File: config.mk
export PLATFORM = sky130hd
export DESIGN_NAME = llr_frame_buffer
export DESIGN_NICKNAME = d
export VERILOG_FILES = /design/src/rtl/llr_frame_buffer.sv
export SDC_FILE = /design/constraint.sdc
export NUM_CORES = 1
export LEC_CHECK = 0
export CAP_MARGIN = 10
export CORE_MARGIN = 4
export CORE_UTILIZATION = 30
export CTS_CLUSTER_DIAMETER = 50
export DETAILED_ROUTE_END_ITERATION = 6
export DONT_BUFFER_PORTS = 1
export GPL_ROUTABILITY_DRIVEN = 0
export PLACE_DENSITY_LB_ADDON = 0.3
export SETUP_SLACK_MARGIN = 0.1
export SLEW_MARGIN = 20
export SYNTH_ARGS = -nofsm -noshare
export SYNTH_HDL_FRONTEND = slang
export SYNTH_SLANG_ARGS = --single-unit
export TNS_END_PERCENT = 10
File: constraint.sdc
create_clock -name clk_p_i -period 3.13 [get_ports clk_p_i]
set_input_delay 0.313 -clock clk_p_i [delete_from_list [all_inputs] [get_ports clk_p_i]]
set_output_delay 0.313 -clock clk_p_i [all_outputs]
set_load 0.02 [all_outputs]
File: src/rtl/llr_frame_buffer.sv
// rtl/llr_frame_buffer.sv - ping-pong LLR frame buffer feeding the interleaver
// One bank fills from the input stream while the other drains in natural order.
module llr_frame_buffer #(
    parameter int unsigned FRAME_LEN = 40,
    parameter int unsigned DATA_W    = 16
) (
    input  logic              clk_p_i,
    input  logic              reset_n_i,
    input  logic              in_valid_i,
    output logic              in_ready_o,
    input  logic              in_sof_i,
    input  logic [DATA_W-1:0] in_data_i,
    output logic              out_valid_o,
    input  logic              out_ready_i,
    output logic [DATA_W-1:0] out_data_o,
    output logic              out_sof_o,
    output logic              out_eof_o,
    output logic              sync_err_o
);

    localparam int unsigned      CNT_W    = $clog2(FRAME_LEN);
    localparam logic [CNT_W-1:0] LAST_IDX = CNT_W'(FRAME_LEN - 1);

    logic             wr_bank_q, wr_bank_d;
    logic             rd_bank_q, rd_bank_d;
    logic [CNT_W-1:0] wr_cnt_q, wr_cnt_d;
    logic [CNT_W-1:0] rd_cnt_q, rd_cnt_d;
    logic [1:0]       full_q, full_d;
    logic             sync_err_q, sync_err_d;

    logic [DATA_W-1:0] mem_q [2][FRAME_LEN];

    logic             in_fire;
    logic             out_fire;
    logic             sof_restart;
    logic [CNT_W-1:0] wr_addr;

    assign in_ready_o  = !full_q[wr_bank_q];
    assign out_valid_o = full_q[rd_bank_q];
    assign in_fire     = in_valid_i && in_ready_o;
    assign out_fire    = out_valid_o && out_ready_i;
    assign sof_restart = in_fire && in_sof_i && (wr_cnt_q != '0);
    assign wr_addr     = sof_restart ? '0 : wr_cnt_q;

    assign out_data_o  = out_valid_o ? mem_q[rd_bank_q][rd_cnt_q] : '0;
    assign out_sof_o   = out_valid_o && (rd_cnt_q == '0);
    assign out_eof_o   = out_valid_o && (rd_cnt_q == LAST_IDX);
    assign sync_err_o  = sync_err_q;

    always_comb begin
        wr_bank_d  = wr_bank_q;
        rd_bank_d  = rd_bank_q;
        wr_cnt_d   = wr_cnt_q;
        rd_cnt_d   = rd_cnt_q;
        full_d     = full_q;
        sync_err_d = 1'b0;

        // A mid-frame SOF restarts the frame, even when it lands on the last index
        if (in_fire) begin
            if (sof_restart) begin
                wr_cnt_d   = CNT_W'(1);
                sync_err_d = 1'b1;
            end else if (wr_cnt_q == LAST_IDX) begin
                full_d[wr_bank_q] = 1'b1;
                wr_bank_d         = !wr_bank_q;
                wr_cnt_d          = '0;
            end else begin
                wr_cnt_d = wr_cnt_q + CNT_W'(1);
            end
        end

        // Set and clear always hit different banks, so both may apply together
        if (out_fire) begin
            if (rd_cnt_q == LAST_IDX) begin
                full_d[rd_bank_q] = 1'b0;
                rd_bank_d         = !rd_bank_q;
                rd_cnt_d          = '0;
            end else begin
                rd_cnt_d = rd_cnt_q + CNT_W'(1);
            end
        end
    end

    always_ff @(posedge clk_p_i or negedge reset_n_i) begin
        if (!reset_n_i) begin
            wr_bank_q  <= 1'b0;
            rd_bank_q  <= 1'b0;
            wr_cnt_q   <= '0;
            rd_cnt_q   <= '0;
            full_q     <= 2'b00;
            sync_err_q <= 1'b0;
        end else begin
            wr_bank_q  <= wr_bank_d;
            rd_bank_q  <= rd_bank_d;
            wr_cnt_q   <= wr_cnt_d;
            rd_cnt_q   <= rd_cnt_d;
            full_q     <= full_d;
            sync_err_q <= sync_err_d;
        end
    end

    always_ff @(posedge clk_p_i) begin
        if (in_fire) begin
            mem_q[wr_bank_q][wr_addr] <= in_data_i;
        end
    end

endmodule

* Yosys cells after proc, flatten, opt, wreduce, memory -nomap -nowiden
Memory sizes are Yosys's and may differ from the RTL's.
Index checks and enable logic that the tools add are counted.
** Cells by class
- $add $sub $neg :: 2
- Order comparisons :: 7
- Equality and inequality tests :: 2
- Mux-type cells :: 27
- Bitwise operators :: 6
- Reduce and logical (&&, ||, !) cells :: 16
** Operators by type and width (number)
- $mux 640 :: 1
- $bmux 16 s6 :: 1
- $demux 16 s6 :: 1
- $mux 16 :: 4
- $mux 6 :: 4
- $ge 7x7->1 const B :: 2
- $not 6->7 :: 2
- $add 6x1->6 const B :: 2
- $eq 6x6->1 const B :: 2
- $mux 2 :: 5
- $logic_and 1x1->1 :: 9
- $mux 1 :: 9
- $lt 7x1->1 const B :: 1
- $logic_not 6->1 :: 1
- $reduce_bool 6->1 :: 1
- $lt 1x2->1 const B :: 2
- $logic_not 1->1 :: 3
- $reduce_and 3->1 :: 1
- $and 2x2->2 :: 1
- $demux 1 s1 :: 2
- $ge 1x1->1 const B :: 2
- $not 2->2 :: 1
- $or 2x2->2 :: 1
- $reduce_and 2->1 :: 1
- $not 1->1 :: 1
** Word-level totals
- Flip-flop bits (word level) :: 17
- Memory bits (writable) :: 1280
- Bits of input ports :: 21
- Output and inout port bits :: 21
- Logic and storage cells :: 67
- Memories kept :: 1
** Memory list
- mem_q :: words 2, width 640, read ports 1, clocked after Yosys merged registers in 0, write ports 1, RTL line 31 : logic [DATA_W-1:0] mem_q [2][FRAME_LEN];

* Depth between registers and ports, before layout
- Depth in word-level cells :: 13
- Depth in mapped cells :: 10
- Mapped depth without buffers :: 7

* Worst setup path before layout
OpenSTA, ideal clock, no wires.
- Path type :: register to register
- Start :: register wr_bank_q
- End :: memory mem_q[0][256] (netlist bit) (enable)
- Library setup time :: 0.409 ns
- Arrival :: 2.602 ns
- Required time :: 2.721 ns
- Setup slack :: 0.119 ns
- Cell stages (with the launch flop) :: 6
- Path buffers :: 1
- Period minus slack after synthesis :: 3.011 ns
- Cell sequence :: dfrtp_1 > mux2i_1 > and2_1 > clkbuf_1 > nand2b_1 > nor3_1
** On the way
- Longest elaborated chain between the ends :: 13
- Elaborated cells between the ends (all ways) :: 15
- Classes of those cells :: order compare: 2; mux: 7; bitwise: 1; reduce/logical: 5
** Ends and longest elaborated chain
- from (decl) :: RTL line 24 : logic wr_bank_q, wr_bank_d;
- from (signal assigned) :: RTL line 93 : wr_bank_q <= wr_bank_d;
- $mux 1 (implied by the code) * (2 in series) :: RTL line 38 : assign in_ready_o = !full_q[wr_bank_q];
- $logic_not 1->1 * :: RTL line 38
- named net in_ready_o :: RTL line 10 : output logic in_ready_o,
- $logic_and 1x1->1 * :: RTL line 40 : assign in_fire = in_valid_i && in_ready_o;
- $logic_and 1x1->1 (2 in series) :: RTL line 42 : assign sof_restart = in_fire && in_sof_i && (wr_cnt_q != '0);
- $mux 6 :: RTL line 43 : assign wr_addr = sof_restart ? '0 : wr_cnt_q;
- $not 6->7 (implied by the code) :: RTL line 104 : mem_q[wr_bank_q][wr_addr] <= in_data_i;
- $ge 7x7->1 (implied by the code) / $lt 7x1->1 (equally long branches) :: RTL line 104
- $logic_and 1x1->1 (implied by the code) :: RTL line 104
- $mux 16 (implied by the code) :: RTL line 104
- $demux 16 s6 :: RTL line 104
- $mux 640 (implied by the code) * :: RTL line 104
- to (decl) :: RTL line 31
The timed path passes the listed nets; every way through them passes the cells marked *. The select of a mux whose other input is x is not followed.

* Final worst setup path
- Start :: register rd_bank_q
- End :: output port out_data_o[10]
** On the way
- Longest elaborated chain between the ends :: 5
- Elaborated cells between the ends (all ways) :: 7
- Classes of those cells :: mux: 6; memory: 1
** Ends and longest elaborated chain
- from (decl) :: RTL line 25 : logic rd_bank_q, rd_bank_d;
- from (signal assigned) :: RTL line 94 : rd_bank_q <= rd_bank_d;
- $mem_v2 2x640
- $bmux 16 s6 :: RTL line 45 : assign out_data_o = out_valid_o ? mem_q[rd_bank_q][rd_cnt_q] : '0;
- $mux 16 (implied by the code) (2 in series) :: RTL line 45
- $mux 16 * :: RTL line 45
- to (decl) :: RTL line 15 : output logic [DATA_W-1:0] out_data_o,
Every way passes the cells marked *; elsewhere a longest branch is shown, timed or not. The select of a mux whose other input is x is not followed.

==> metrics.txt <==
Core Area=between 150000 and 200000 sq um; DP Wirelength=~88 mm; fill count=~15000; Fin Clk Skew=27.96 ps; CTS tree=built; initial core utilization=~30%; asr flop ratio synth=1.311%; RR Startpoint=wr_cnt_q[4]$_DFFE_PN0N_; Die Area=roughly 180000 sq um; first-pass GRT wire length=~200 mm; WP data arrival=3460 ps; Slowest-stage cell, CP=dfrtp_4; final setup margin=-638.7 ps; Post-Route WL=about 140 mm; Synth warnings=0; vias in the first global route=26650; Detail Route Antenna Nets=0; Setup crit start kind=flip-flop; kind of critical path=flip-flop to primary output; cell depth of the worst setup path=10; critical path's top delay family=buffers and inverters; hold_ws=between 150 and 200 ps; row cnt=150; count of cell types in the netlist=64; post-synthesis sequential area ratio=roughly three quarters; max-slew violations=0; DR vias=between 20000 and 30000; clock sinks=approximately 1300; r2r setup slk=about 190 ps; vias per inst=approximately 5; proportion of layout cells with a drive suffix above 1=approximately 33%; Die W=roughly 420 um; initial antenna violation count=6; Worst R2R Path Depth=6; total number of H-tree levels=4; dpl cells=4941; largest net degree at the start of global routing=between 80 and 90; # setup viols final=17; Worst Setup Slack post-DPL=-522.7 ps; CTS Buf Count=about 150; Hold Crit Class=primary input to async pin; Crit. End Element=primary output; power density over the cells=around 600 nW/um^2; Max Fclk=approximately 270 MHz; failing checks=setup timing; number of buffers and inverters on the critical path=5; final critical-path required period=3769 ps; Static Leak=20.15 nW; wire length per cell=27.14 um; status=complete, but fails checks; Final Hold Viols=0; CTS root buf=clkbuf_16; DRT Pass-1 Iters=5; Crit path largest cell delay=540 ps; NumNets Final=roughly 3000; Worst-path clk slew=60 ps; DR DRC count=0; Primary FF master, synth=edfxtp_1; Layout area overhead=23.67%; global-route usage over all layers=16.20%; final cell count without fillers=5294; Post-Syn Instances=around 2500; MaxCap Viol Count=0; EDFF count, synth=about 1300; Tcrit/Tclk final=120.4%; total gr overflow=0; Initial DRC Count=approximately 2900; worst vdd ir=0.5841 mV; worst path required time=about 2800 ps; mapped cell area=slightly above 50000 sq um; Mapped Nets=between 2000 and 3000; Slew @ Worst Pin=approximately 1100 ps; syn_area_per_cell=between 20 and 25 sq um; setup TNS=-9520 ps; critical path peak fanout=12; Die Y=about 420 um; CTS Buffer Depth=3; worst relative slew slack=approximately a quarter; unrepaired setup endpoints after global routing=yes; Reg-to-Reg End=mem_q[1][206]$_DFFE_PP_; critical path cell sequence=buf_12 -> buf_12 -> nor2b_1 -> buf_6 -> a22oi_1 -> and3_1 -> o41ai_1 -> buf_4 -> a41oi_2 -> buf_4; IO Port Bufs=0; latest clock arrival within the worst-skew pair=between 700 and 800 ps; #FFs+latches synth=between 1000 and 1500; I/O pins=42
flip-flops by register name, summed over array words and instances, names as in the netlist:
name and count:
wr_bank_q 1, rd_bank_q 1, full_q 2, rd_cnt_q 6, wr_cnt_q 6, sync_err_o 1
mem_q 1280
how the worst max path moves through the flow:
stage                                       start                      end
after floorplan             wr_bank_q$_DFFE_PN0P_  mem_q[0][256]$_DFFE_PP_
after detailed placement  rd_cnt_q[0]$_DFFE_PN0P_           out_data_o[15]
final                       rd_bank_q$_DFFE_PN0P_           out_data_o[10]
after global placement    rd_cnt_q[0]$_DFFE_PN0P_           out_data_o[15]
after global routing        rd_bank_q$_DFFE_PN0P_           out_data_o[15]
after CTS                   rd_bank_q$_DFFE_PN0P_           out_data_o[13]
Yosys cell counts, drive strengths merged, types with 29 or more instances:
| cell | count | area [sq um] |
|---|---|---|
| nor2b | 37 | 231.5 |
| edfxtp | 1280 | 38440 |
| a2111oi | 32 | 385.4 |
| nand2 | 94 | 355.3 |
| o21ai | 29 | 145.1 |
| buf | 100 | 750.7 |
| mux2i | 201 | 2016 |
| o22ai | 30 | 187.7 |
| clkbuf | 43 | 161.4 |
| mux2 | 29 | 326.6 |
| nor2 | 104 | 390.4 |
| nand3 | 38 | 190.2 |
| a21oi | 51 | 255.2 |
| a211oi | 32 | 240.2 |
| mux4 | 219 | 4932 |
per-layer routing:
metal	vias to the layer above	wire (um)	GRT usage, %
li1	11380	-	-
met1	14250	62040	22.23
met2	824	68980	25.96
met3	216	8053	3.006
met4	0	4603	5.515
met5	-	0	0
layout by cell type, fill, tap and decap left out, types with 33 or more instances in the layout:
cell / count
nand2_1: 92
clkbuf_16: 159
buf_4: 329
mux2i_1: 187
nor2b_1: 35
clkbuf_1: 33
a21oi_1: 40
buf_12: 42
nor2_1: 62
edfxtp_1: 1280
nor2_2: 36
nand3_1: 36
mux4_2: 219
per-stage QoR:
stage	power [W]	instance area [sq um]	util, %
3_5_place_dp	0.02090	55980	33.36
3_3_place_gp	0.02089	55960	33.35
5_1_grt	0.03881	62870	37.47
2_1_floorplan	0.02023	50840	-
4_1_cts	0.03794	62300	37.13
6_report	0.03762	62870	37.47
report_power, final:
group	total (W)	internal, W	switching (W)
registers	0.0193	0.0193	0.0000516
logic	0.00168	0.000529	0.00116
clock network	0.0166	0.00960	0.00699
total	0.0376	0.0294	0.00820
area by class of cell:
cell class | instances | area [sq um] | share of cell area [%]
diodes | 3 | 7.507 | 0.01194
clock buffers | 189 | 4005 | 6.371
clock inverters | 81 | 660.6 | 1.051
inverters | 8 | 31.28 | 0.04975
multi-input cells | 1074 | 11960 | 19.03
flip-flops and latches | 1297 | 38870 | 61.83
well taps | 2204 | 2758 | 4.386
repair buffers | 438 | 4569 | 7.268
what timing repair did:
| action | CTS | global route |
|---|---|---|
| hold buffers | 36 | 0 |
| buffers inserted | 12 | 22 |
| endpoints found under the hold margin | 1313 | 0 |
| pin swaps | 11 | 11 |
| gates cloned | 5 | 5 |
| setup endpoints to repair | 17 | 61 |
| gates resized for setup | 142 | 44 |
cell families after synthesis:
logic type	share of synthesized area [%]
muxes	14.31
DFF	76.45
xor gates and xnor gates	0.06891
buffers and inverters	1.853
adders and majority gates	0.09845
AOI/OAI and AO/OA	3.913
and+or+nand+nor	3.310
(Power assumes the default switching activity.)
==> RTL edit 1, RTL diff (config.mk and constraints unchanged) <==
Set the parameter `FRAME_LEN` to 20 (it was 40).
--- a/src/rtl/llr_frame_buffer.sv
+++ b/src/rtl/llr_frame_buffer.sv
@@ -1,7 +1,7 @@
 // rtl/llr_frame_buffer.sv - ping-pong LLR frame buffer feeding the interleaver
 // One bank fills from the input stream while the other drains in natural order.
 module llr_frame_buffer #(
-    parameter int unsigned FRAME_LEN = 40,
+    parameter int unsigned FRAME_LEN = 20,
     parameter int unsigned DATA_W    = 16
 ) (
     input  logic              clk_p_i,
Function: same outputs for any inputs over 4 cycles, from zero or initial values and one cycle with reset_n_i low; that may be too few to reach the edited logic, so the function may still have changed.
==> RTL edit 1 against the unedited design <==
The run still ends with setup timing left; largest cell class unchanged; worst setup slack better by 0.58 ns; cell area down 50%; area after synthesis down 49%; sequential cell count down 642; clock skew decreased by 0.011 ns; total power decreased by 30%; wire length shrank 55%; synthesized cell count shrank 48%.
==> RTL edit 1: results (changes against the unedited design) <==
Yosys reg bits 655 (was 1297); final setup margin -0.0620 ns (was -0.639 ns); slowest stage delay, CP 0.50 ns (was 0.54 ns); H-tree depth 3 (was 4); # setup viols final 9 (was 17); status complete, but fails checks (unchanged); TNS Setup -0.350 ns (was -9.52 ns); vias per cell 4.96 (was 5.04); met2 routed WL 32700 um (was 69000 um); First DRT Iteration DRCs 1321 (was 2889); post-cts sizing count 91 (was 142); mux contribution to synthesized area 0.138 (was 0.143); violated checks setup timing (unchanged); Compound-Gate Fraction of Synth Area 0.0405 (was 0.0391); multi-input combinational area share 0.194 (was 0.190); Detailed Place HPWL 39800 um (was 88000 um); Worst-Margin Slew 1.08 ns (was 1.10 ns); Clock buffer cells 79 (was 189); Seq/total area 0.623 (was 0.618); post-CTS setup buffers 22 (was 12); Peak VDD IR 0.000613 V (was 0.000584 V); total global-route track usage 0.144 (was 0.162); layout cell share with drive strength beyond 1 0.326 (was 0.334); Clk Latency, worst-skew pair 0.59 ns (was 0.79 ns); vias in the first global route 13600 (was 26700); share of flip-flops with an asynchronous set or reset 0.0229 (was 0.0131); M2 GR Usage 0.246 (was 0.260); Core Region 0.0851 mm2 (was 0.168 mm2); Non-Filler Instances 2674 (was 5294); crit path DAT 2.88 ns (was 3.46 ns); Mapped Cells 1307 (was 2522); Post-CTS Hold Buffers 20 (was 36); initial antenna violation count 1 (was 6); n_diodes 1 (was 3)
## RTL edit 1: final timing paths
path                                     endpoint                     from  slack, ns  cells past startpoint
setup / recovery                    out_data_o[2]    rd_bank_q$_DFFE_PN0P_      -0.06                      8
hold / removal             mem_q[1][59]$_DFFE_PP_            in_data_i[11]       0.04                      1
setup reg to reg           mem_q[0][34]$_DFFE_PP_  wr_cnt_q[2]$_DFFE_PN0N_       0.37                      5
hold reg to reg               full_q[0]$_DFF_PN0_      full_q[0]$_DFF_PN0_       0.59                      2
max in group asynchronous   rd_bank_q$_DFFE_PN0P_                reset_n_i       2.26                      1
min in group asynchronous     full_q[1]$_DFF_PN0_                reset_n_i       0.27                      1
## RTL edit 1: report_power, final
group | internal (mW) | switching (mW)
Combinational | 3.53 | 4.44
Clock | 4.72 | 3.30
Sequential | 9.96 | 0.239
==> RTL edit 2, RTL diff (same flow settings) <==
Without the edit above. Compare `rd_cnt_q` against `LAST_IDX` with >= in place of ==.
--- a/src/rtl/llr_frame_buffer.sv
+++ b/src/rtl/llr_frame_buffer.sv
@@ -44,7 +44,7 @@
 
     assign out_data_o  = out_valid_o ? mem_q[rd_bank_q][rd_cnt_q] : '0;
     assign out_sof_o   = out_valid_o && (rd_cnt_q == '0);
-    assign out_eof_o   = out_valid_o && (rd_cnt_q == LAST_IDX);
+    assign out_eof_o   = out_valid_o && (rd_cnt_q >= LAST_IDX);
     assign sync_err_o  = sync_err_q;
 
     always_comb begin
Function: no difference found for any inputs over 4 cycles, from zero or initial values and one cycle with reset_n_i low; that may be too few to reach the edited logic, so the function may still have changed.
==> RTL edit 2 against the unedited design <==
The flow finishes with violations (DRC, setup timing); cell count decreased by 3.6%; area after synthesis decreased by 0.65%; synthesized cell count decreased by 6.9%; register-to-register slack improved by 0.10 ns; largest power group unchanged; total power increased by 0.12%; sequential cell count unchanged; cell area increased by 0.90%; combinational power decreased by 14%; wire length decreased by 6.2%; worst setup slack improved by 0.039 ns; sequential share of layout area decreased by 0.55 points; critical path depth increased by 1.
==> RTL edit 2: results (changes against the unedited design) <==
Reg-to-Reg Start wr_cnt_q[0]$_DFFE_PN0N_ (was wr_cnt_q[4]$_DFFE_PN0N_); initial antenna violation count 5 (was 6); clk_skew 0.0223 ns (was 0.0280 ns); violated checks DRC, setup timing (was setup timing); vias per cell 4.99 (was 5.04); Synth top cells by count 1280 x edfxtp_1, 288 x mux4_2, 194 x mux2i_1 (was 1280 x edfxtp_1, 219 x mux4_2, 200 x mux2i_1); crit path DAT 3.42 ns (was 3.46 ns); leading cell types by total area after synthesis edfxtp_1 76%, mux4_2 13%, mux2i_1 3.8%, dfrtp_1 0.84%, nor2_1 0.76% (was edfxtp_1 76%, mux4_2 9.7%, mux2i_1 3.9%, dfrtp_1 0.84%, nor2_1 0.77%); Fill cells 14900 (was 15500); final WL 135000 um (was 144000 um); number of CTS-inserted buffers 141 (was 149); TNS Setup -8.80 ns (was -9.52 ns); Seq/Total Area, Yosys 0.769 (was 0.764); Synth Warn # 0 (unchanged); DR DRC count 9 (was 0); synth unique cells 51 (was 64); status complete, but fails checks (unchanged); total global-route track usage 0.153 (was 0.162); global-route wire length before repair 193000 um (was 203000 um); CP Max Fanout 8 (was 12); Setup WS pre-CTS -0.202 ns (was -0.523 ns); Pre-antenna DRT Iters 7 (was 5); nets@finish 2812 (was 2993); # setup viols final 17 (unchanged); r2r setup slk 0.29 ns (was 0.19 ns); layout cell share with drive strength beyond 1 0.365 (was 0.334); Worst-Margin Slew 0.663 ns (was 1.10 ns); Post-Syn Nets 2374 (was 2547); Detailed Place HPWL 77900 um (was 88000 um); First DRT Iteration DRCs 2620 (was 2889); Peak VDD IR 0.000516 V (was 0.000584 V); final setup margin -0.600 ns (was -0.639 ns); LEAKAGE 21.1 nW (was 20.2 nW)
[RTL edit 2: cell types whose count changed in the layout (fill, tap and decap cells not counted), moves of 26 or more]
cell | before | now
nor2b_1 | 35 | 2
buf_4 | 329 | 252
mux4_2 | 219 | 288
mux2_2 | 29 | 2
buf_12 | 42 | 77
mux2i_1 | 187 | 161
a211oi_1 | 28 | 2
[RTL edit 2: path summary, 6_finish.rpt]
| kind | end | depth (start not counted) |
|---|---|---|
| min in group clk_p_i | mem_q[1][531]$_DFFE_PP_ | 5 |
| worst max-delay path | out_data_o[10] | 11 |
| worst min register to register | rd_cnt_q[2]$_DFFE_PN0P_ | 1 |
| worst min-delay path | rd_cnt_q[1]$_DFFE_PN0P_ | 2 |
| worst max register to register | mem_q[1][529]$_DFFE_PP_ | 9 |
| max in group asynchronous | rd_bank_q$_DFFE_PN0P_ | 2 |
[RTL edit 2: routing by layer]
metal  up-vias  global-route usage  wire length (um)
met4         0              0.0453              3770
li1      10700                   -                 -
met3       173              0.0276              7940
met5         -                   0                 0
met2       849               0.254             66700
met1     13800               0.205             56300
[RTL edit 2: kinds of logic after synthesis]
| family | after synthesis | share of synthesized area |
|---|---|---|
| flip-flops | 1297 | 0.769 |
| multiplexers | 484 | 0.167 |
| XOR/XNOR | 6 | 0.00104 |
| AO/OA/AOI/OAI | 155 | 0.0201 |
| AND/OR/NAND/NOR | 260 | 0.0253 |
| buffers and inverters | 143 | 0.0158 |
| adder cells (fa/ha/maj) | 4 | 0.000991 |
[RTL edit 2: worst max-delay path, stage by stage (launching register included)]
cell,delay (ns)
dfrtp_4,0.54
buf_12,0.17
buf_16,0.16
buf_12,0.15
mux4_2,0.34
mux2i_1,0.07
buf_4,0.16
o22ai_2,0.33
nor2_1,0.10
buf_4,0.17
o31ai_4,0.29
buf_6,0.17
[RTL edit 2: power by group]
group,switching (mW),internal (mW)
clock network,6.69,10.1
registers,0.0987,19.3
logic,1.01,0.446
total,7.80,29.9
[RTL edit 2: through the flow]
stage          area (um2)  cells
3_5_place_dp        55800   4729
4_1_cts             62800   5075
6_report            63400   5103
3_3_place_gp        55800   4729
2_1_floorplan       50500   2349
5_1_grt             63400   5100
[RTL edit 2: what timing repair did]
item,CTS,global route
cloned,12,6
gates resized for setup,188,62
endpoints found under the hold margin,1305,17
setup endpoints to repair,142,246
buffers inserted,47,19
pin swaps,33,30
hold buffers,36,1
[RTL edit 2: area by class of cell]
cell class                 instances  share of cell area
clock buffer                     183              0.0611
tap                             2204              0.0435
antenna                            3            0.000118
sequential                      1297               0.613
clock inverter                    69              0.0128
inverter                          12            0.000789
multi-input combinational        910               0.188
timing repair buffer             425              0.0812
